[src/rtl/alu_console.sv]
`default_nettype none
// +----------------------------------------------------------------------------+
// | alu_console: operand registers, capture history and LCD name/value mux.   |
// | Revision: 1.0 - initial release                                            |
// +----------------------------------------------------------------------------+
module alu_console #(
  parameter int DATA_W     = 32,
  parameter int CTRL_W     = 5,
  parameter int HIST_DEPTH = 8,
  parameter int CNT_W      = 16
) (
  input  logic              clk,
  input  logic              resetn,
  input  logic [1:0]        input_sel,
  input  logic              input_valid,
  input  logic [31:0]       input_value,
  input  logic              capture_btn,
  input  logic [5:0]        display_number,
  output logic              display_valid,
  output logic [39:0]       display_name,
  output logic [31:0]       display_value,
  output logic [CTRL_W-1:0] alu_control,
  output logic [DATA_W-1:0] alu_src1,
  output logic [DATA_W-1:0] alu_src2,
  input  logic [DATA_W-1:0] alu_result,
  output logic [5:0]        hist_count
);

  localparam int c_ptr_w = $clog2(HIST_DEPTH);

  logic [CTRL_W-1:0]  r_ctrl;
  logic [DATA_W-1:0]  r_src1;
  logic [DATA_W-1:0]  r_src2;
  logic [c_ptr_w-1:0] r_wr_ptr;
  logic [5:0]         r_hist_count;
  logic [CNT_W-1:0]   r_cap_cnt;
  logic               r_btn_meta;
  logic               r_btn_sync;
  logic               r_btn_prev;
  logic [DATA_W-1:0]  r_hist [HIST_DEPTH];
  logic               r_disp_valid;
  logic [39:0]        r_disp_name;
  logic [31:0]        r_disp_value;

  logic               w_btn_pulse;
  logic               w_hist_cmd;
  logic               w_clear;
  logic               w_capture;
  logic [5:0]         w_k;
  logic               w_in_hist;
  logic [c_ptr_w-1:0] w_rd_idx;
  logic [39:0]        w_his_name;
  logic               w_disp_valid;
  logic [39:0]        w_disp_name;
  logic [31:0]        w_disp_value;

  assign w_btn_pulse = r_btn_sync & ~r_btn_prev;
  assign w_hist_cmd  = input_valid && (input_sel == 2'b01);
  assign w_clear     = w_hist_cmd && (input_value == 32'd0);
  // Clear beats any coincident button pulse; a pulse plus a command is one capture.
  assign w_capture   = (w_btn_pulse || w_hist_cmd) && !w_clear;

  always_ff @(posedge clk) begin
    if (!resetn) begin
      r_ctrl       <= '0;
      r_src1       <= '0;
      r_src2       <= '0;
      r_wr_ptr     <= '0;
      r_hist_count <= '0;
      r_cap_cnt    <= '0;
      r_btn_meta   <= 1'b0;
      r_btn_sync   <= 1'b0;
      r_btn_prev   <= 1'b0;
    end else begin
      r_btn_meta <= capture_btn;
      r_btn_sync <= r_btn_meta;
      r_btn_prev <= r_btn_sync;
      if (input_valid) begin
        case (input_sel)
          2'b00:   r_ctrl <= input_value[CTRL_W-1:0];
          2'b10:   r_src1 <= input_value[DATA_W-1:0];
          2'b11:   r_src2 <= input_value[DATA_W-1:0];
          default: ;
        endcase
      end
      if (w_clear) begin
        r_wr_ptr     <= '0;
        r_hist_count <= '0;
        r_cap_cnt    <= '0;
      end else if (w_capture) begin
        r_wr_ptr  <= r_wr_ptr + c_ptr_w'(1);
        r_cap_cnt <= r_cap_cnt + CNT_W'(1);
        if (r_hist_count != 6'(HIST_DEPTH))
          r_hist_count <= r_hist_count + 6'd1;
      end
    end
  end

  // History storage is not reset; stale entries are hidden by the count.
  always_ff @(posedge clk) begin
    if (resetn && w_capture)
      r_hist[r_wr_ptr] <= alu_result;
  end

  assign w_k        = display_number - 6'd7;
  assign w_in_hist  = (display_number >= 6'd7) && (display_number <= 6'(6 + HIST_DEPTH));
  assign w_rd_idx   = r_wr_ptr - c_ptr_w'(1) - w_k[c_ptr_w-1:0];
  assign w_his_name = {"HIS", 8'h30 + 8'(w_k / 6'd10), 8'h30 + 8'(w_k % 6'd10)};

  always_comb begin
    w_disp_valid = 1'b0;
    w_disp_name  = '0;
    w_disp_value = '0;
    case (display_number)
      6'd1: begin w_disp_valid = 1'b1; w_disp_name = "SRC_1"; w_disp_value = 32'(r_src1);       end
      6'd2: begin w_disp_valid = 1'b1; w_disp_name = "SRC_2"; w_disp_value = 32'(r_src2);       end
      6'd3: begin w_disp_valid = 1'b1; w_disp_name = "CONTR"; w_disp_value = 32'(r_ctrl);       end
      6'd4: begin w_disp_valid = 1'b1; w_disp_name = "RESUL"; w_disp_value = 32'(alu_result);   end
      6'd5: begin w_disp_valid = 1'b1; w_disp_name = "COUNT"; w_disp_value = 32'(r_cap_cnt);    end
      6'd6: begin w_disp_valid = 1'b1; w_disp_name = "HCNT "; w_disp_value = 32'(r_hist_count); end
      default: begin
        if (w_in_hist && (w_k < r_hist_count)) begin
          w_disp_valid = 1'b1;
          w_disp_name  = w_his_name;
          w_disp_value = 32'(r_hist[w_rd_idx]);
        end
      end
    endcase
  end

  always_ff @(posedge clk) begin
    if (!resetn) begin
      r_disp_valid <= 1'b0;
      r_disp_name  <= '0;
      r_disp_value <= '0;
    end else begin
      r_disp_valid <= w_disp_valid;
      r_disp_name  <= w_disp_name;
      r_disp_value <= w_disp_value;
    end
  end

  assign display_valid = r_disp_valid;
  assign display_name  = r_disp_name;
  assign display_value = r_disp_value;
  assign alu_control   = r_ctrl;
  assign alu_src1      = r_src1;
  assign alu_src2      = r_src2;
  assign hist_count    = r_hist_count;

endmodule
`default_nettype wire

[config.mk]
export PLATFORM = sky130hd
export DESIGN_NAME = alu_console
export DESIGN_NICKNAME = d
export VERILOG_FILES = /design/src/rtl/alu_console.sv
export SDC_FILE = /design/constraint.sdc
export NUM_CORES = 1
export LEC_CHECK = 0
export ABC_AREA = 1
export BUFFER_PORTS_ARGS = -buffer_cell sky130_fd_sc_hd__buf_2
export CORE_UTILIZATION = 50
export DETAILED_ROUTE_END_ITERATION = 12
export PLACE_DENSITY_LB_ADDON = 0.05
export SYNTH_ARGS = -nofsm -noshare
export SYNTH_HDL_FRONTEND = slang
export SYNTH_SLANG_ARGS = --single-unit
[constraint.sdc]
create_clock -name clk -period 5.91 [get_ports clk]
set_clock_uncertainty 0.05 [all_clocks]
set_input_delay 1.4775 -clock clk [delete_from_list [all_inputs] [get_ports clk]]
set_output_delay 1.4775 -clock clk [all_outputs]
set_load 0.01 [all_outputs]
==> flow_summary_export.csv <==
group,metric,value,unit
status,outcome,"completed",
pwr,combPwrFrac,11.2,%
clocking,clockRootBuffer,"clkbuf_16",
die,die_y,185.1,µm
timing,max_slew.worst_pin.slew,0.9905,ns
timing,clock.fmax,246.8,MHz
critical_path,cp_max_fo,12,
final_layout,area_growth,17.62,%
synth,synth.avg_cell_area,10.60,µm²
timing,fin_crit,4.053,ns
synth,yosysSeqAreaShare,64.88,%
timing,tns,0,ns
pwr,p_leak,7.364,nW
clocking,clock_latency,0.54,ns
final_layout,fin_util,60.11,%
final_layout,fin_nets,1877,
clocking,cts_resized,0,
synth,synth.distinct_cells,41,
critical_path,critPathArrivalTime,4.46,ns
critical_path,worst_setup_path_start_kind,"primary input",
route,drt-initial-drc-count,1387,
critical_path,worstPathRequired,6.32,ns
pwr,p_sw_share,25.18,%
placed_design,place.gp.congestion,0.8948,
route,drtPass1Iterations,5,
final_layout,layout-drive-gt1-share,20.08,%
timing,setup_viol_count_final,0,
timing,maxSlewViolCount,0,
placed_design,portBuffers,215,
final_layout,layout_commonest_cell,"edfxtp_1",
final_layout,final_cell_mix,"256 x edfxtp_1, 251 x nor2_1, 236 x o21ai_0, 215 x buf_2, 159 x dfxtp_1",
timing,maxSlewHeadroom,33.90,%
placed_design,dpl.hpwl,30950,µm
final_layout,final_cell_count_no_fill,2263,
critical_path,r2r_end,"display_value[7]",
timing,hold_viol,0,
die,die_x,185.1,µm
synth,yosysWarnings,0,
route,totalWireLength,47580,µm
pwr,internal_power,0.004885,W
critical_path,regToRegStartpoint,"hist_count[1]",
critical_path,cp-end-kind,"flip-flop",
timing,rsz0062_at_grt,"false",
critical_path,reg2reg_slack,3.06,ns
pwr,ir_drop,0.2304,mV
clocking,clock_sinks,415,
hold_path,min_path_type,"reg2reg",
pwr,clock_power_share,40.5,%
clocking,postCtsSetupBuffers,0,
pwr,power.density,331.3,nW/µm²
global_routing,grt_pass1_vias,12040,
clocking,holdBufCountCts,0,
route,postRouteAntennaNets,0,
critical_path,crit_start,"display_number[0]",
synth,synth-seq-cells,415,
synth,async_flop_share,0,%
route,vias,12850,
die,die-area,34250,µm²
die,start_util,51.11,%
route,routedWlPerCell,21.03,µm
die,pin_count,224,
global_routing,grt_max_degree,85,
global_routing,overflow,0,
global_routing,grt_pass1_wl,71730,µm
synth,synthCells,1581,
pwr,seq_power_share,48.2,%
placed_design,dp_cells,2178,
route,drc_errors,0,
timing,holdWs,0.3834,ns
clocking,cts-htree-levels,2,
timing,fin_crit_sh,68.57,%
route,drt-vias-per-instance,5.677,
synth,synth-main-ff-cell,"edfxtp_1",
hold_path,holdPathStages,2,
global_routing,antenna_found_initial,3,
critical_path,cp-endpoint,"display_name[5]",
clocking,path_clk_slew,0.06,ns
clocking,cts_buffers,44,
critical_path,worst-setup-path-type,"in2reg",
synth,synth-edff-count,256,
die,fp.coreArea,32780,µm²
global_routing,grt_util_all_layers,28.09,%
pwr,switchingPower,0.001644,W
run,maxCapViolCount,0,
synth,synth_area,16750,µm²
clocking,cts_buffer_depth,3,
die,rows,66,
clocking,cts_tree,"done",
critical_path,r2r_cells,14,
==> Yosys cell counts, types with 2 or more instances <==
cell type / instances / area share, %
nor2_2: 2 / 0.075
a221oi_1: 29 / 1.5
o22ai_1: 10 / 0.37
nand3_1: 64 / 1.9
clkbuf_1: 81 / 1.8
xnor2_1: 2 / 0.10
a31oi_1: 5 / 0.19
nor3b_1: 4 / 0.18
nor3_2: 2 / 0.12
nor4_1: 5 / 0.19
xor2_1: 4 / 0.21
dfxtp_1: 159 / 19
nor2_1: 257 / 5.8
edfxtp_1: 256 / 46
inv_2: 5 / 0.11
o2111ai_1: 2 / 0.10
nand3_2: 7 / 0.42
ha_1: 18 / 1.3
or2_2: 8 / 0.30
o21ai_0: 236 / 7.0
buf_4: 14 / 0.63
clkinv_1: 4 / 0.090
nand2_2: 8 / 0.30
o21ai_1: 17 / 0.51
o221ai_1: 65 / 3.4
nand2_1: 106 / 2.4
inv_1: 104 / 2.3
nor3_1: 12 / 0.36
nand4_1: 9 / 0.34
a21oi_1: 70 / 2.1
nand2_4: 6 / 0.40
==> critical path, stage by stage <==
cell	delay, ns
buf_2	0.16
ha_1	0.23
nand2_1	0.10
nand2_1	0.09
nand2_2	0.09
nand2_4	0.07
ha_1	0.29
nand3_1	0.11
nand2_2	0.12
nand2_4	0.08
nand3_1	0.16
nand3_2	0.11
nor2_1	0.14
nand3_2	0.26
nand3_1	0.17
xor2_1	0.17
ha_1	0.24
or2_2	0.29
a31oi_1	0.12
==> stage by stage <==
step	power (W)	setup slack [ns]	instance area, µm²
after detailed placement	0.003937	1.342	18300
final	0.006529	1.857	19710
after floorplan	0.003679	0.7944	16780
after global routing	0.006765	1.581	19700
after global placement	0.003930	1.399	18300
after CTS	0.006560	1.903	19700
==> cell families after synthesis <==
logic type	synth area share [%]
compound gates	15.54
xor+xnor	0.3136
fa+ha+maj	1.464
buf+inv	5.063
flops	64.88
other cells	0.02238
simple gates	12.72
==> worst min-delay path by stage <==
| stage | slack [ns] | from | end |
|---|---|---|---|
| after floorplan | 0.34 | r_btn_meta | r_btn_sync |
| after global placement | 0.36 | r_btn_meta | r_btn_sync |
| after detailed placement | 0.37 | r_btn_meta | r_btn_sync |
| after CTS | 0.38 | r_btn_sync | r_btn_prev |
| after global routing | 0.38 | r_btn_sync | r_btn_prev |
| final | 0.38 | r_btn_sync | r_btn_prev |
==> routing by layer <==
metal / up-vias / share of wire, % / global-route usage (%)
met5: - / 0 / 0
met4: 0 / 1.5 / 6.281
li1: 6045 / - / -
met2: 548 / 44 / 40.96
met3: 51 / 9.3 / 6.882
met1: 6203 / 46 / 42.11
==> cell type report <==
| cell class | count | area, µm² |
|---|---|---|
| Antenna cell | 3 | 7.507 |
| Clock inverter | 13 | 77.57 |
| Sequential cell | 415 | 10870 |
| Fill cell | 2861 | 13080 |
| Inverter | 113 | 425.4 |
| Tap cell | 442 | 553.0 |
| Multi-Input combinational cell | 963 | 5132 |
| Clock buffer | 69 | 1326 |
| Timing Repair Buffer | 245 | 1314 |
==> state kept, by name, indices dropped and copies added, names as in the netlist <==
| register | count |
|---|---|
| alu_control | 5 |
| alu_src1 | 32 |
| alu_src2 | 32 |
| display_name | 29 |
| display_valid | 1 |
| display_value | 32 |
| hist_count | 6 |
| r_btn_meta | 1 |
| r_btn_prev | 1 |
| r_btn_sync | 1 |
| r_cap_cnt | 16 |
| r_hist | 256 |
| r_wr_ptr | 3 |
==> power by group through the flow <==
| stage | sequential [W] | combinational [W] | clock [W] |
|---|---|---|---|
| 2_1_floorplan | 0.00322 | 0.000459 | 0 |
| 3_3_place_gp | 0.00321 | 0.000720 | 0 |
| 3_5_place_dp | 0.00321 | 0.000727 | 0 |
| 4_1_cts | 0.00315 | 0.000729 | 0.00268 |
| 5_1_grt | 0.00315 | 0.000811 | 0.00280 |
| 6_report | 0.00315 | 0.000733 | 0.00265 |
Power figures use the tool's default switching activity.
